===== config.mk =====
export PLATFORM = sky130hd
export DESIGN_NAME = sipo_deserializer
export DESIGN_NICKNAME = d
export VERILOG_FILES = /design/src/rtl/deser_pkg.sv /design/src/rtl/sipo_deserializer.sv
export SDC_FILE = /design/constraint.sdc
export NUM_CORES = 1
export LEC_CHECK = 0
export CAP_MARGIN = 20
export CORE_ASPECT_RATIO = 1.25
export CORE_MARGIN = 2
export CORE_UTILIZATION = 55
export DETAILED_ROUTE_END_ITERATION = 8
export GPL_TIMING_DRIVEN = 0
export PLACE_DENSITY = 0.91
export SETUP_SLACK_MARGIN = 0.15
export SYNTH_ARGS = -nofsm -noshare
export SYNTH_HDL_FRONTEND = slang
export SYNTH_SLANG_ARGS = --single-unit

===== constraint.sdc =====
create_clock -name clk -period 3 [get_ports clk]
set_input_delay 0.6 -clock clk [delete_from_list [all_inputs] [get_ports clk]]
set_output_delay 0.6 -clock clk [all_outputs]
set_load 0.01 [all_outputs]

===== src/rtl/deser_pkg.sv =====
// Shared types and sizing helpers for the serial-in/parallel-out deserializer.
// Holds the FSM state encoding and the bit-counter width calculation.
package deser_pkg;

    typedef enum logic [0:0] {
        COLLECT = 1'b0,
        STALL   = 1'b1
    } state_e;

    // Counter must hold 0..width inclusive, so size it for width+1 values.
    function automatic int cnt_w(input int width);
        return $clog2(width + 1);
    endfunction

endpackage


===== src/rtl/sipo_deserializer.sv =====
// Serial-in/parallel-out stage: packs WIDTH accepted bits into a word and hands it
// downstream over valid/ready. One word buffered in dout, one more parked in the shift register.
module sipo_deserializer
    import deser_pkg::*;
#(
    parameter int WIDTH     = 8,
    parameter int MSB_FIRST = 1
) (
    input  logic                      clk,
    input  logic                      rst_n,
    input  logic                      clr,
    input  logic                      din,
    input  logic                      din_valid,
    output logic                      din_ready,
    output logic [WIDTH-1:0]          dout,
    output logic                      dout_valid,
    input  logic                      dout_ready,
    output logic [cnt_w(WIDTH)-1:0]   bit_cnt,
    output logic                      overrun
);

    localparam int CNT_W = cnt_w(WIDTH);

    state_e             state_r;
    state_e             state_nxt_s;
    logic [WIDTH-1:0]   sr_r;
    logic [CNT_W-1:0]   bit_cnt_r;
    logic [WIDTH-1:0]   dout_r;
    logic               dout_valid_r;
    logic               overrun_r;

    logic               din_ready_s;
    logic               bit_acc_s;
    logic               last_bit_s;
    logic               slot_free_s;
    logic               stall_rel_s;
    logic               word_load_s;
    logic               out_take_s;
    logic [WIDTH-1:0]   sr_shift_s;

    function automatic logic [WIDTH-1:0] shift_in(input logic [WIDTH-1:0] cur, input logic b);
        if (MSB_FIRST != 0) begin
            return {cur[WIDTH-2:0], b};
        end else begin
            return {b, cur[WIDTH-1:1]};
        end
    endfunction

    // Handshake and word-completion qualifiers shared by all registers.
    always_comb begin
        bit_acc_s   = din_valid & din_ready_s;
        last_bit_s  = bit_acc_s & (bit_cnt_r == CNT_W'(WIDTH - 1));
        slot_free_s = ~dout_valid_r | dout_ready;
        stall_rel_s = (state_r == STALL) & dout_ready;
        out_take_s  = dout_valid_r & dout_ready;
        word_load_s = (last_bit_s & slot_free_s) | stall_rel_s;
        sr_shift_s  = shift_in(sr_r, din);
    end

    // FSM state register.
    always_ff @(posedge clk or negedge rst_n) begin
        if (!rst_n) begin
            state_r <= COLLECT;
        end else if (clr) begin
            state_r <= COLLECT;
        end else begin
            state_r <= state_nxt_s;
        end
    end

    // FSM next-state: park a completed word in sr when the output slot is still occupied.
    always_comb begin
        state_nxt_s = state_r;
        case (state_r)
            COLLECT: begin
                if (last_bit_s && !slot_free_s) begin
                    state_nxt_s = STALL;
                end else begin
                    state_nxt_s = COLLECT;
                end
            end
            STALL: begin
                if (dout_ready) begin
                    state_nxt_s = COLLECT;
                end else begin
                    state_nxt_s = STALL;
                end
            end
            default: state_nxt_s = COLLECT;
        endcase
    end

    // FSM outputs: decoded from the state flop only, so no din_valid -> din_ready path.
    always_comb begin
        din_ready_s = 1'b1;
        case (state_r)
            COLLECT: din_ready_s = 1'b1;
            STALL:   din_ready_s = 1'b0;
            default: din_ready_s = 1'b1;
        endcase
    end

    // Shift register and bit counter.
    always_ff @(posedge clk or negedge rst_n) begin
        if (!rst_n) begin
            sr_r      <= {WIDTH{1'b0}};
            bit_cnt_r <= CNT_W'(0);
        end else if (clr) begin
            sr_r      <= {WIDTH{1'b0}};
            bit_cnt_r <= CNT_W'(0);
        end else if (stall_rel_s) begin
            sr_r      <= sr_r;
            bit_cnt_r <= CNT_W'(0);
        end else if (bit_acc_s) begin
            sr_r <= sr_shift_s;
            if (last_bit_s && slot_free_s) begin
                bit_cnt_r <= CNT_W'(0);
            end else begin
                bit_cnt_r <= bit_cnt_r + CNT_W'(1);
            end
        end else begin
            sr_r      <= sr_r;
            bit_cnt_r <= bit_cnt_r;
        end
    end

    // Output word register: loads on completion or stall release, otherwise drains on handshake.
    always_ff @(posedge clk or negedge rst_n) begin
        if (!rst_n) begin
            dout_r       <= {WIDTH{1'b0}};
            dout_valid_r <= 1'b0;
        end else if (clr) begin
            dout_r       <= {WIDTH{1'b0}};
            dout_valid_r <= 1'b0;
        end else if (word_load_s) begin
            dout_r       <= stall_rel_s ? sr_r : sr_shift_s;
            dout_valid_r <= 1'b1;
        end else if (out_take_s) begin
            dout_r       <= dout_r;
            dout_valid_r <= 1'b0;
        end else begin
            dout_r       <= dout_r;
            dout_valid_r <= dout_valid_r;
        end
    end

    // Sticky overrun: a bit offered while stalled is lost.
    always_ff @(posedge clk or negedge rst_n) begin
        if (!rst_n) begin
            overrun_r <= 1'b0;
        end else if (clr) begin
            overrun_r <= 1'b0;
        end else if (din_valid && !din_ready_s) begin
            overrun_r <= 1'b1;
        end else begin
            overrun_r <= overrun_r;
        end
    end

    assign din_ready  = din_ready_s;
    assign dout       = dout_r;
    assign dout_valid = dout_valid_r;
    assign bit_cnt    = bit_cnt_r;
    assign overrun    = overrun_r;

endmodule

==> key figures <==
Clocking
  – CTS sink cnt: 23
  – CTS Root Cell: clkbuf_4
  – Maximum level of the CTS H-tree: 1
  – CTS tree: built
  – CTS buffer count: 3
  – Maximum root-to-sink buffer count: 2
  – Setup repair bufs after CTS: 0
  – CTS Hold Bufs: 0
  – Worst-skew pair later-pin latency: between 0.3 and 0.4 ns
  – Clock-pin slew on the worst setup and hold paths: between 0.1 and 0.15 ns
  – Post-CTS Resized: 0

STA
  – Slew Limit Fails: 0
  – Relative slew margins: 68.8%
  – Min Tclk post-route: approximately 2.4 ns
  – Hold Violations, Final: 0
  – Setup_tns: 0 ns
  – Final setup viols: 0
  – Fmax: around 420 MHz
  – Clk_skew: between 0.005 and 0.006 ns
  – Final Cycle Share: 79.4%
  – Slew at the pin closest to its max-slew limit: 0.468 ns
  – RSZ-0062 raised after global routing: no

Cells and area
  – Fillers: approximately 160
  – Area growth, synth to finish: 23.9%
  – # nets final: between 150 and 200
  – Final non-filler cell area: 0.00152 mm²
  – Share of cells above drive strength 1: around 17%
  – Antenna cell count: 0

Placement
  – Final HPWL DP: 1850 µm
  – Placed Instance Area: around 0.0015 mm²
  – Global placer's final weighted congestion: 0.779
  – I/O Buffers: 20

Route
  – DRT Pass-1 Iters: 4
  – Final ANT Viol Nets: 0
  – Routed length per instance: 13.6 µm
  – Initial drt markers: 34
  – Drt drc: 0
  – Via density: between 5 and 6
  – Via count: 997
  – Total Routed Length: around 2500 µm

GRT
  – Antenna violations before repair: 0
  – Largest net degree at the start of global routing: 24
  – Total track usage: roughly 22%
  – Global Route met2 Usage: a little over a third
  – Busiest layer in global routing: met2
  – GR Layer Usage met1: about 28%
  – GRT met3 Usage: a little under 3%
  – Gr ovfl total: 0
  – First-pass GRT wire length: 4280 µm
  – Vias in the first global route: 1000

Floorplanning
  – Die width: approximately 46 µm
  – Die Area: 0.00263 mm²
  – Ports: 21
  – Row count: 19
  – Die H: around 57 µm
  – Core box area: ~0.0022 mm²
  – Starting Density: between 50% and 60%

Synthesis
  – Post-synth ARST share: 100%
  – Cells after synthesis: about 130
  – EDFF count, synth: 0
  – Synthesis warning total: 0
  – Syn Area/Cell: roughly 9.7 µm²
  – Synthesized flop and latch total: 23
  – Post-synthesis sequential area ratio: between 40% and 50%
  – Cell area after synthesis: ~0.0012 mm²
  – Synth unique cells: 27
  – Net count after synthesis: 133
  – Ys flop type: dfrtp_1

Power
  – Static Leak: about 0.00063 µW
  – Worst VDD drop: 0.000240 V
  – PwrDens: roughly 330 mW/mm²

Outcome
  – Outcome: finished clean

Critical path
  – Worst path arrival time: 1.78 ns
  – Critical path, cell by cell: buf_6 > clkbuf_1 > inv_1 > clkdlybuf4s50_1
  – Startpoint Class: register
  – CP Max Fanout: 10
  – Worst EP required: between 2 and 2.5 ns
  – Worst setup EP type: primary output
  – Max stage delay on crit path: approximately 0.50 ns
  – CP Buf/Inv Count: 4
  – Crit-path leading delay family: buffers and inverters
  – Critical path class: reg2out
  – CP max stage cell: clkdlybuf4s50_1

Job
  – Max_cap viols: 0

Min path
  – Hold Path Class: in2async
cell families (layout without fill, tap and decap cells):
kind of cell             after synthesis  count (layout)  synth area share [%]
AND/OR/NAND/NOR                       45              45                  18.3
AO/OA/AOI/OAI                         35              35                  20.1
flip-flops                            23              23                  46.9
buffers and inverters                 12              37                  4.39
multiplexers                          10              10                  9.29
adder cells (fa/ha/maj)                1               1                  1.02
state kept, by name (all words and copies together), names as in the netlist:
name and count:
dout_valid 1, bit_cnt 4, dout 8, overrun 1, state_r 1, sr_r 8
synth_stat cells, types with 2 or more instances:
cell,instances,share of area [%]
clkbuf_1,5,1.5
dfrtp_1,23,47
nand3_1,9,3.7
buf_1,3,0.92
nor2b_1,9,4.6
or3_1,3,1.5
nand2_1,17,5.2
a21bo_2,8,6.5
inv_1,2,0.61
o21ai_0,3,1.2
mux2_2,8,7.3
a21oi_1,19,7.8
nor2_1,3,0.92
path summary, 6_finish.rpt:
check	startpoint	endpoint	slack, ns	depth (start not counted)
hold reg to reg	overrun	overrun	0.52	2
min in group clk	overrun	overrun	0.52	2
max in group asynchronous	rst_n	sr_r[2]	2.17	2
hold / removal	rst_n	dout[4]	0.49	1
setup / recovery	state_r	din_ready	0.62	4
setup reg to reg	bit_cnt[0]	dout[6]	1.23	4
worst register-to-register path, cell delays in order (launching register included):
cell and delay (ns):
dfrtp_1 0.45, ha_1 0.24, and4b_1 0.27, o22ai_4 0.31, mux2_2 0.39
routing by layer:
| layer | vias up | wire length, µm |
|---|---|---|
| met5 | - | 0 |
| met4 | 0 | 53 |
| met3 | 6 | 92 |
| met2 | 29 | 1280 |
| met1 | 475 | 1050 |
| li1 | 487 | - |
final cells by class:
cell class              instances  area (µm²)  share of cell area [%]
well taps                      31        38.8                    2.55
plain buffers                  10        46.3                    3.05
clock buffers                   4        26.3                    1.73
repair buffers                 21         228                    15.0
inverters                       2        7.51                   0.494
multi-input cells              91         597                    39.3
flip-flops and latches         23         576                    37.9
metrics by stage:
step	hold slack, ns	utilization (%)	power, µW	worst slack [ns]	instances
floorplan	0.304	-	347	1.37	126
global placement	0.482	67.7	371	0.821	177
detailed placement	0.499	67.7	373	0.776	177
CTS	0.527	68.9	512	0.613	181
global route	0.466	70.2	538	0.534	182
finish	0.485	70.2	509	0.618	182
cells in the final DEF (no fill, tap or decap), types with 2 or more instances in the layout:
cell / netlist / routed
clkdlybuf4s50_1: 0 / 20
or3_1: 3 / 3
a21oi_1: 19 / 19
dfrtp_1: 23 / 23
inv_1: 2 / 2
nor2b_1: 9 / 9
a21bo_2: 8 / 8
nand3_1: 9 / 9
buf_1: 3 / 3
clkbuf_4: 0 / 3
nor2_1: 3 / 3
mux2_2: 8 / 8
nand2_1: 17 / 17
clkbuf_1: 5 / 6
o21ai_0: 3 / 3
power by group:
group / switching, µW / leakage [µW] / internal (µW) / total (µW)
clock: 85.8 / 0.0000150 / 51.9 / 138
combinational: 30.0 / 0.000297 / 22.9 / 53.0
sequential: 4.34 / 0.000319 / 314 / 318
(Power assumes the default switching activity.)
